$ cat src/rtl/tuning_code_engine_if.sv
`default_nettype none
// ============================================================================
//  Module   : tuning_code_engine_if
//  Purpose  : Request / bend / result bundle between the voice allocator
//             (master) and the tuning code engine (slave).
//  Signals  : i_req, i_voice, i_note   note request (accepted on i_req & o_ready)
//             i_bend_we, i_bend        pitch-bend write strobe and value
//             o_ready                  engine idle, request may be accepted
//             o_valid, o_sweep         result strobe, sweep qualifier
//             o_voice, o_code          result voice and phase increment
//  Revision : 1.0  initial release
// ============================================================================
interface tuning_code_engine_if #(
    parameter int VOICE_W = 3,
    parameter int CODE_W  = 32
);
    logic                i_req;
    logic [VOICE_W-1:0]  i_voice;
    logic [6:0]          i_note;
    logic                i_bend_we;
    logic [13:0]         i_bend;
    logic                o_ready;
    logic                o_valid;
    logic                o_sweep;
    logic [VOICE_W-1:0]  o_voice;
    logic [CODE_W-1:0]   o_code;

    modport master (
        output i_req, i_voice, i_note, i_bend_we, i_bend,
        input  o_ready, o_valid, o_sweep, o_voice, o_code
    );

    modport slave (
        input  i_req, i_voice, i_note, i_bend_we, i_bend,
        output o_ready, o_valid, o_sweep, o_voice, o_code
    );
endinterface
`default_nettype wire

$ cat src/rtl/tuning_code_engine.sv
`default_nettype none
// ============================================================================
//  Module   : tuning_code_engine
//  Purpose  : Converts MIDI note + global pitch bend into a DDS phase
//             increment per voice. Uses a 12-entry top-octave table shifted
//             down by octave, stores each voice's note, and re-tunes every
//             voice when the bend changes.
//  Ports    : i_clk    system clock
//             i_rst_n  asynchronous reset, active low
//             bus      tuning_code_engine_if.slave (request/bend in, code out)
//  Revision : 1.0  initial release
// ============================================================================
module tuning_code_engine #(
    parameter int CODE_W       = 32,
    parameter int N_VOICES     = 8,
    parameter int VOICE_W      = 3,
    parameter int BEND_SHIFT   = 16,
    parameter int DEFAULT_NOTE = 78
) (
    input  logic                 i_clk,
    input  logic                 i_rst_n,
    tuning_code_engine_if.slave  bus
);
    localparam int PROD_W = CODE_W + 15;
    localparam int SUM_W  = CODE_W + 16;

    localparam logic [2:0] S_IDLE = 3'd0;
    localparam logic [2:0] S_DIV  = 3'd1;
    localparam logic [2:0] S_LOOK = 3'd2;
    localparam logic [2:0] S_MUL  = 3'd3;
    localparam logic [2:0] S_OUT  = 3'd4;

    // Phase increments for C9..B9 at 48 MHz with a 32-bit accumulator
    function automatic logic [20:0] top_octave(input logic [3:0] s);
        case (s)
            4'd0:    top_octave = 21'd749115;
            4'd1:    top_octave = 21'd793660;
            4'd2:    top_octave = 21'd840854;
            4'd3:    top_octave = 21'd890853;
            4'd4:    top_octave = 21'd943826;
            4'd5:    top_octave = 21'd999949;
            4'd6:    top_octave = 21'd1059409;
            4'd7:    top_octave = 21'd1122405;
            4'd8:    top_octave = 21'd1189147;
            4'd9:    top_octave = 21'd1259857;
            4'd10:   top_octave = 21'd1334772;
            4'd11:   top_octave = 21'd1414142;
            default: top_octave = 21'd0;
        endcase
    endfunction

    logic [2:0]          state_q,   state_d;
    logic [6:0]          rem_q,     rem_d;
    logic [3:0]          oct_q,     oct_d;
    logic [VOICE_W-1:0]  voice_q,   voice_d;
    logic                sweep_q,   sweep_d;
    logic [13:0]         bend_q,    bend_d;
    logic                pending_q, pending_d;
    logic [CODE_W-1:0]   base_q,    base_d;
    logic                o_valid_q, o_valid_d;
    logic                o_sweep_q, o_sweep_d;
    logic [VOICE_W-1:0]  o_voice_q, o_voice_d;
    logic [CODE_W-1:0]   o_code_q,  o_code_d;
    logic [6:0]          notes_q [N_VOICES];

    logic                       w_pending_clr;
    logic                       w_note_we;
    logic                       w_last_voice;
    logic [VOICE_W-1:0]         w_voice_nxt;
    logic [CODE_W-1:0]          w_tbl;
    logic signed [13:0]         w_bs;
    logic signed [PROD_W-1:0]   w_prod;
    logic signed [PROD_W-1:0]   w_scaled;
    logic signed [SUM_W-1:0]    w_sum;
    logic [CODE_W-1:0]          w_code;

    assign w_tbl        = CODE_W'(top_octave(rem_q[3:0]));
    assign w_voice_nxt  = voice_q + 1'b1;
    assign w_last_voice = (int'(voice_q) == N_VOICES - 1);
    assign w_note_we    = (state_q == S_IDLE) && bus.i_req && (int'(bus.i_voice) < N_VOICES);

    // Flipping the MSB of the offset-binary bend gives bend-8192 in two's complement
    assign w_bs     = $signed({~bend_q[13], bend_q[12:0]});
    assign w_prod   = PROD_W'($signed({1'b0, base_q})) * PROD_W'(w_bs);
    assign w_scaled = w_prod >>> BEND_SHIFT;
    assign w_sum    = SUM_W'(w_scaled) + SUM_W'($signed({1'b0, base_q}));

    always_comb begin
        w_code = w_sum[CODE_W-1:0];
        if (w_sum[SUM_W-1]) begin
            w_code = '0;
        end else if (|w_sum[SUM_W-2:CODE_W]) begin
            w_code = '1;
        end
    end

    always_comb begin
        state_d       = state_q;
        rem_d         = rem_q;
        oct_d         = oct_q;
        voice_d       = voice_q;
        sweep_d       = sweep_q;
        base_d        = base_q;
        o_valid_d     = 1'b0;
        o_sweep_d     = o_sweep_q;
        o_voice_d     = o_voice_q;
        o_code_d      = o_code_q;
        w_pending_clr = 1'b0;
        case (state_q)
            S_IDLE: begin
                // A request takes priority; a pending sweep waits for the next idle cycle
                if (bus.i_req) begin
                    voice_d = bus.i_voice;
                    rem_d   = bus.i_note;
                    oct_d   = 4'd0;
                    sweep_d = 1'b0;
                    state_d = S_DIV;
                end else if (pending_q) begin
                    w_pending_clr = 1'b1;
                    voice_d       = '0;
                    rem_d         = notes_q[0];
                    oct_d         = 4'd0;
                    sweep_d       = 1'b1;
                    state_d       = S_DIV;
                end
            end
            S_DIV: begin
                if (rem_q >= 7'd12) begin
                    rem_d = rem_q - 7'd12;
                    oct_d = oct_q + 4'd1;
                end else begin
                    state_d = S_LOOK;
                end
            end
            S_LOOK: begin
                base_d  = w_tbl >> (4'd10 - oct_q);
                state_d = S_MUL;
            end
            S_MUL: begin
                o_code_d  = w_code;
                o_voice_d = voice_q;
                o_sweep_d = sweep_q;
                o_valid_d = 1'b1;
                state_d   = S_OUT;
            end
            S_OUT: begin
                if (sweep_q && !w_last_voice) begin
                    voice_d = w_voice_nxt;
                    rem_d   = notes_q[w_voice_nxt];
                    oct_d   = 4'd0;
                    state_d = S_DIV;
                end else begin
                    state_d = S_IDLE;
                end
            end
            default: state_d = S_IDLE;
        endcase
    end

    // A bend write always re-arms the sweep, even in the cycle a sweep starts
    assign pending_d = bus.i_bend_we ? 1'b1 : (w_pending_clr ? 1'b0 : pending_q);
    assign bend_d    = bus.i_bend_we ? bus.i_bend : bend_q;

    always_ff @(posedge i_clk or negedge i_rst_n) begin
        if (!i_rst_n) begin
            state_q   <= S_IDLE;
            rem_q     <= '0;
            oct_q     <= '0;
            voice_q   <= '0;
            sweep_q   <= 1'b0;
            bend_q    <= 14'd8192;
            pending_q <= 1'b0;
            base_q    <= '0;
            o_valid_q <= 1'b0;
            o_sweep_q <= 1'b0;
            o_voice_q <= '0;
            o_code_q  <= '0;
            for (int i = 0; i < N_VOICES; i++) begin
                notes_q[i] <= 7'(DEFAULT_NOTE);
            end
        end else begin
            state_q   <= state_d;
            rem_q     <= rem_d;
            oct_q     <= oct_d;
            voice_q   <= voice_d;
            sweep_q   <= sweep_d;
            bend_q    <= bend_d;
            pending_q <= pending_d;
            base_q    <= base_d;
            o_valid_q <= o_valid_d;
            o_sweep_q <= o_sweep_d;
            o_voice_q <= o_voice_d;
            o_code_q  <= o_code_d;
            if (w_note_we) begin
                notes_q[bus.i_voice] <= bus.i_note;
            end
        end
    end

    assign bus.o_ready = (state_q == S_IDLE);
    assign bus.o_valid = o_valid_q;
    assign bus.o_sweep = o_sweep_q;
    assign bus.o_voice = o_voice_q;
    assign bus.o_code  = o_code_q;
endmodule
`default_nettype wire

$ cat src/flat_wrapper.sv
// flat-port wrapper written by rule: the top's interface ports become plain ports
module tuning_code_engine_flat 
#(
    parameter int CODE_W       = 32,
    parameter int N_VOICES     = 8,
    parameter int VOICE_W      = 3,
    parameter int BEND_SHIFT   = 16,
    parameter int DEFAULT_NOTE = 78
)
  (i_clk, i_rst_n, bus_i_req, bus_i_voice, bus_i_note, bus_i_bend_we, bus_i_bend, bus_o_ready, bus_o_valid, bus_o_sweep, bus_o_voice, bus_o_code);
  tuning_code_engine_if #(.VOICE_W(VOICE_W), .CODE_W(CODE_W)) bus_i ();
  input  logic i_clk;
  input  logic i_rst_n;
  input wire logic [$bits(bus_i.i_req)-1:0] bus_i_req;
  input wire logic [$bits(bus_i.i_voice)-1:0] bus_i_voice;
  input wire logic [$bits(bus_i.i_note)-1:0] bus_i_note;
  input wire logic [$bits(bus_i.i_bend_we)-1:0] bus_i_bend_we;
  input wire logic [$bits(bus_i.i_bend)-1:0] bus_i_bend;
  output wire logic [$bits(bus_i.o_ready)-1:0] bus_o_ready;
  output wire logic [$bits(bus_i.o_valid)-1:0] bus_o_valid;
  output wire logic [$bits(bus_i.o_sweep)-1:0] bus_o_sweep;
  output wire logic [$bits(bus_i.o_voice)-1:0] bus_o_voice;
  output wire logic [$bits(bus_i.o_code)-1:0] bus_o_code;
  assign bus_i.i_req = bus_i_req;
  assign bus_i.i_voice = bus_i_voice;
  assign bus_i.i_note = bus_i_note;
  assign bus_i.i_bend_we = bus_i_bend_we;
  assign bus_i.i_bend = bus_i_bend;
  assign bus_o_ready = bus_i.o_ready;
  assign bus_o_valid = bus_i.o_valid;
  assign bus_o_sweep = bus_i.o_sweep;
  assign bus_o_voice = bus_i.o_voice;
  assign bus_o_code = bus_i.o_code;
  tuning_code_engine #(.CODE_W(CODE_W), .N_VOICES(N_VOICES), .VOICE_W(VOICE_W), .BEND_SHIFT(BEND_SHIFT), .DEFAULT_NOTE(DEFAULT_NOTE)) u_core (.i_clk(i_clk), .i_rst_n(i_rst_n), .bus(bus_i));
endmodule
$ cat config.mk
export PLATFORM = sky130hd
export DESIGN_NAME = tuning_code_engine_flat
export DESIGN_NICKNAME = d
export VERILOG_FILES = /design/src/rtl/tuning_code_engine_if.sv /design/src/rtl/tuning_code_engine.sv /design/src/flat_wrapper.sv
export SDC_FILE = /design/constraint.sdc
export NUM_CORES = 1
export LEC_CHECK = 0
export ABC_AREA = 0
export CAP_MARGIN = 20
export CELL_PAD_IN_SITES_DETAIL_PLACEMENT = 1
export CELL_PAD_IN_SITES_GLOBAL_PLACEMENT = 1
export CORE_UTILIZATION = 41
export CTS_CLUSTER_SIZE = 25
export DETAILED_ROUTE_END_ITERATION = 16
export PLACE_DENSITY_LB_ADDON = 0.2
export SLEW_MARGIN = 20
export SYNTH_ARGS = -nofsm -noshare
export SYNTH_HDL_FRONTEND = slang
export SYNTH_SLANG_ARGS = --single-unit
$ cat constraint.sdc
create_clock -name i_clk -period 7.45 [get_ports i_clk]
set_input_delay 1.49 -clock i_clk [delete_from_list [all_inputs] [get_ports i_clk]]
set_output_delay 1.49 -clock i_clk [all_outputs]
set_load 0.05 [all_outputs]
* Word level (Yosys, flattened, before mapping)
Memory sizes are Yosys's and may differ from the RTL's. Cells that the tools add are included.
Operators by class: eq/ne operators 9, shifts and indexed selects 1, mux-type cells 35, $mul 1, bitwise gates (word level) 3, add/sub/neg operators 5, order comparisons 4, reduce and logical (&&, ||, !) cells 14
Operators by type and width (number):
- $mux 32 | 2
- $bwmux 56 | 1
- $mux 7 | 7
- $mul 33x14->47 | 1
- $add 31x33->34 | 1
- $shr 21x4->32 | 1
- $bmux 7 s3 | 1
- $demux 7 s3 | 1
- $pmux 7 s3 | 1
- $mux 3 | 6
- $mux 4 | 4
- $pmux 3 s5 | 1
- $reduce_or 15->1 | 1
- $pmux 4 s3 | 1
- $mux 1 | 9
- $ge 4x4->1 const B | 2
- $not 3->4 | 2
- $ge 7x4->1 const B | 1
- $sub 7x4->7 const B | 1
- $eq 3x1->1 const B | 2
- $eq 3x2->1 const B | 2
- $pmux 3 s2 | 1
- $reduce_bool 2->1 | 3
- $add 4x1->4 const B | 1
- 15 further kinds | 19
Word-level totals: bits in read-only memories 336, input port bits 28, memories kept 1, register bits 158, output and inout port bits 38, word-level logic and storage cells 93
Memory list:
- (name not given) | words 16, bits a word 21, rd ports 1, clocked after memory_dff 0, write ports 0, line tuning_code_engine.sv:35 | case (s)

* Longest topological paths before layout
word-level depth 7, gate-level depth with buffers 40, mapped depth without buffers 37

* Worst setup path before layout
Ideal clock, no wire load.
path kind flip-flop to flip-flop, from register u_core.bend_q[4], to register u_core.o_code_q[22] (netlist: u_core.bus.o_code[22]), slack -474 ps, buffers on the path 3, cell stages (with the launch flop) 39, library setup time 127 ps, arrival time 7797 ps, required time 7323 ps, cells stage by stage dfrtp_1 > clkbuf_1 > and2_1 > fa_1 > inv_1 > fa_1 > inv_1 > fa_1 > fa_1 > fa_1 > inv_1 > fa_1 > inv_1 > ha_1 > a211oi_1 > nand2_1 > a21oi_1 > o21ai_2 > [... 3 more ...] > nor2b_1 > o21a_1 > nor2_1 > xnor2_1 > ha_1 > nor2_1 > nor2_1 > a31oi_1 > o21a_1 > o31ai_2 > a41o_1 > a21o_1 > nand3_1 > o21a_1 > nor2_2 > buf_6 > buf_6 > a31oi_1
On the way: word-level cells in the longest chain between the ends 5
RTL lines:
- start, declared | line tuning_code_engine.sv:57 | logic [13:0] bend_q, bend_d;
- start signal, assigned | line tuning_code_engine.sv:187 | bend_q <= bend_d;
- $mul 33x14->47 (*) | line tuning_code_engine.sv:84 | assign w_prod = PROD_W'($signed({1'b0, base_q})) * PROD_W'(w_bs);
- $add 31x33->34 (*) | line tuning_code_engine.sv:86 | assign w_sum = SUM_W'(w_scaled) + SUM_W'($signed({1'b0, base_q}));
- $reduce_or 15->1 | line tuning_code_engine.sv:92 | end else if (|w_sum[SUM_W-2:CODE_W]) begin
- $mux 32 | line tuning_code_engine.sv:92
- $mux 32 (*) | line tuning_code_engine.sv:90 | if (w_sum[SUM_W-1]) begin
- end signal, assigned | line tuning_code_engine.sv:193 | o_code_q <= o_code_d;
- end, declared | line tuning_code_engine.sv:63 | logic [CODE_W-1:0] o_code_q, o_code_d;
Every way passes the cells marked *; elsewhere a longest branch is shown, timed or not. A chain may end at the register's enable or synchronous reset.

* Worst setup path in the final report
from register u_core.base_q[6], to register u_core.o_code_q[10] (netlist: u_core.bus.o_code[10])
On the way: word-level cells in the longest chain between the ends 5
RTL lines:
- start, declared | line tuning_code_engine.sv:59 | logic [CODE_W-1:0] base_q, base_d;
- start signal, assigned | line tuning_code_engine.sv:189 | base_q <= base_d;
- $mul 33x14->47 | line tuning_code_engine.sv:84
- $add 31x33->34 (*) | line tuning_code_engine.sv:86
- $reduce_or 15->1 | line tuning_code_engine.sv:92
- $mux 32 | line tuning_code_engine.sv:92
- $mux 32 (*) | line tuning_code_engine.sv:90
Marks and branches as above.

==> summary.txt <==
Setup path
  – Slowest-stage cell, CP: fa_1
  – CP Launch Type: register
  – CP most frequent cell: fa_1
  – Critical R2R Capture: u_core.bus.o_code[10]
  – CP max FO: 7
  – Crit end category: register
  – Critical Path End: u_core.bus.o_code[10]
  – Worst setup path start: u_core.base_q[6]
  – R2R depth: 38
  – Critical Path Max Stage Delay: roughly 0.53 ns
  – FF-to-FF Start: u_core.base_q[6]
  – WP data required: 7.83 ns
  – Reg2Reg Setup Slack: -0.69 ns
  – CP Class: reg -> reg
  – Data arrival time of the worst path: 8.52 ns

Clock tree
  – CTS tree: built
  – H-tree depth: 4
  – Clock root cell: clkbuf_16
  – CTS clk-pin slew, worst paths: 0.08 ns
  – Num CTS Buffers: 17
  – Max Buffers Root-to-Sink: 2
  – Clock sink total: approximately 150
  – Skew-Pair Late Insertion Delay: 0.47 ns

Floorplanning
  – Ports: 66
  – Die height: approximately 210 µm
  – Std cell rows: 77
  – Die area: between 40000 and 50000 µm²
  – Die X: between 200 and 250 µm
  – Core Area: 44200 µm²
  – Initial core utilization: 0.415

Timing
  – Tmin final: about 8.1 ns
  – Measured slew at the worst slew-check pin: between 1 and 1.5 ns
  – Final setup violation count: 32
  – Hold WS: slightly below 0.5 ns
  – Relative slew slack: 0.322
  – Fmax: between 100 and 150 MHz
  – Fin. Hold Viols: 0
  – Period utilization: 1.09
  – Max-slew violations: 0
  – Final WS setup: -0.691 ns
  – Clk_skew: ~0.02 ns
  – RSZ-0062 raised after global routing: true

Synthesis
  – Post-synth top cells: 303 x inv_1, 267 x nand2_1, 226 x fa_1, 159 x ha_1, 140 x and2_1
  – Share of the synthesized area in the top cell type: 0.247
  – Yosys cell types: slightly below 70
  – Yosys synthesis warning count: 0
  – #FFs+latches synth: ~150
  – Syn nets: roughly 2.4k
  – Top cells by area, synth: fa_1 25%, dfrtp_1 16%, ha_1 11%
  – Mean Syn Cell Area: slightly above 9 µm²
  – Yosys top cell by area: fa_1
  – Top-count cell post-synth: inv_1
  – Number of flops mapped to enable cells by yosys: 0
  – Top_reg_cell synth: dfrtp_1
  – Synth Instances: ~2.0k
  – Seq/Total Area, Yosys: 0.203
  – Post-Syn Area: 18300 µm²
  – FFs w/ async S/R, synth: 1.00

Final layout
  – Fill cell count: ~5k
  – Final net count: roughly 2.6k
  – Area grow syn2layout: 23.8%
  – Layout cells sized above 1: 0.254
  – Antenna diodes: 0

Status
  – Status: complete, but fails checks
  – Failing checks: setup timing

Global route
  – Grt ovf: 0
  – Total track usage: 0.249
  – Number of global-route vias before repair: around 17k
  – Global-route wire length before repair: between 80000 and 90000 µm
  – Initial antenna violation count: 1
  – Pin count of the biggest net entering global routing: 89

Flow run
  – Max Cap Viol: 0

Detailed routing
  – ANT nets after route: 0
  – Drc violations: 0
  – Routed via count: 14.8k
  – Drt total wl: 54700 µm
  – Drt initial violations: between 600 and 700
  – DRT Pass-1 Iters: 4
  – Vias per inst: ~5.2
  – WL per Instance: a little under 20 µm

Min path
  – Worst Hold Class: reg -> reg
  – Hold Path Depth: 2

Placement
  – GP Congestion: ~0.84
  – Dpl hpwl: 41900 µm
  – I/O Buffers: 65
## per-layer routing
layer,vias up,share of wire,track usage
met5,-,0.00024,0
li1,6897,-,-
met1,7649,0.44,0.324
met2,183,0.51,0.430
met3,76,0.027,0.0366
met4,2,0.025,0.0732
## flip-flops by register name (all words and copies together) (netlist names), 3 cells and up
signal              cells
u_core.notes_q         56
u_core.rem_q            7
u_core.base_q          21
u_core.state_q          3
u_core.bus.o_voice      3
u_core.oct_q            4
u_core.bend_q          14
u_core.bus.o_code      32
u_core.voice_q          3
## worst max-delay path: cells and delay by family, from the launching register on
kind	cells	cell delay (ns)
and+or+nand+nor	7	0.66
DFF	1	0.43
buffers and inverters	9	0.96
adders and majority gates	8	3.47
AOI/OAI and AO/OA	14	2.50
## cells by family after synthesis
| logic type | after synthesis | share of synthesized area |
|---|---|---|
| mux | 118 | 0.0800 |
| flops | 147 | 0.203 |
| simple gates | 603 | 0.155 |
| fa+ha+maj | 385 | 0.355 |
| buf+inv | 408 | 0.0845 |
| compound gates | 301 | 0.103 |
| xor+xnor | 42 | 0.0200 |
## through the flow
stage	TNS, ns	instances	cell area [µm²]	setup WS (ns)	utilization
2_1_floorplan	-2.01	2004	18700	-0.132	-
3_3_place_gp	-17.63	2752	21100	-0.567	0.477
3_5_place_dp	-25.87	2752	21100	-0.840	0.477
4_1_cts	-18.63	2821	22300	-0.631	0.505
5_1_grt	-30.34	2837	22700	-1.01	0.514
6_report	-20.32	2837	22700	-0.691	0.514
## final cells by class
cell class | count | area, µm² | area share
well taps | 592 | 741 | 0.0326
clock inverters | 15 | 194 | 0.00854
flip-flops and latches | 147 | 3730 | 0.164
multi-input cells | 1449 | 13700 | 0.602
repair buffers | 313 | 2800 | 0.123
clock buffers | 17 | 425 | 0.0187
inverters | 304 | 1140 | 0.0502
## what timing repair did
| action | 4_1_cts | 5_1_grt |
|---|---|---|
| cloned | 3 | 2 |
| buffers inserted | 35 | 15 |
| hold buffers | 0 | 0 |
| endpoints found under the setup margin | 32 | 32 |
| pin swaps | 55 | 41 |
| gates resized for setup | 67 | 68 |
## worst min-delay path by stage
stage	start	to	slack, ns
6_report	u_core.bus.o_sweep	u_core.bus.o_sweep	0.49
3_3_place_gp	u_core.bus.o_code[23]	u_core.bus.o_code[23]	0.46
3_5_place_dp	u_core.bus.o_voice[0]	u_core.bus.o_voice[0]	0.47
2_1_floorplan	u_core.sweep_q	u_core.bus.o_sweep	0.46
4_1_cts	u_core.bus.o_sweep	u_core.bus.o_sweep	0.50
5_1_grt	u_core.bus.o_code[23]	u_core.bus.o_code[23]	0.52
## layout by cell type (no fill, tap or decap), types with 20 or more instances in the layout
master           count
o21ai_0             64
nand2_1            262
fa_1               214
nor2_1              88
xnor2_1             29
and2_1             127
buf_4              215
a21oi_1             78
dfstp_2             33
mux2i_1             24
dfrtp_1            102
mux2_2              79
a21o_1              20
ha_1               144
clkdlybuf4s50_1     64
inv_1              285
Power is not shown: default switching activity piles up to over one toggle a cycle in this logic, so the estimate is an artifact.
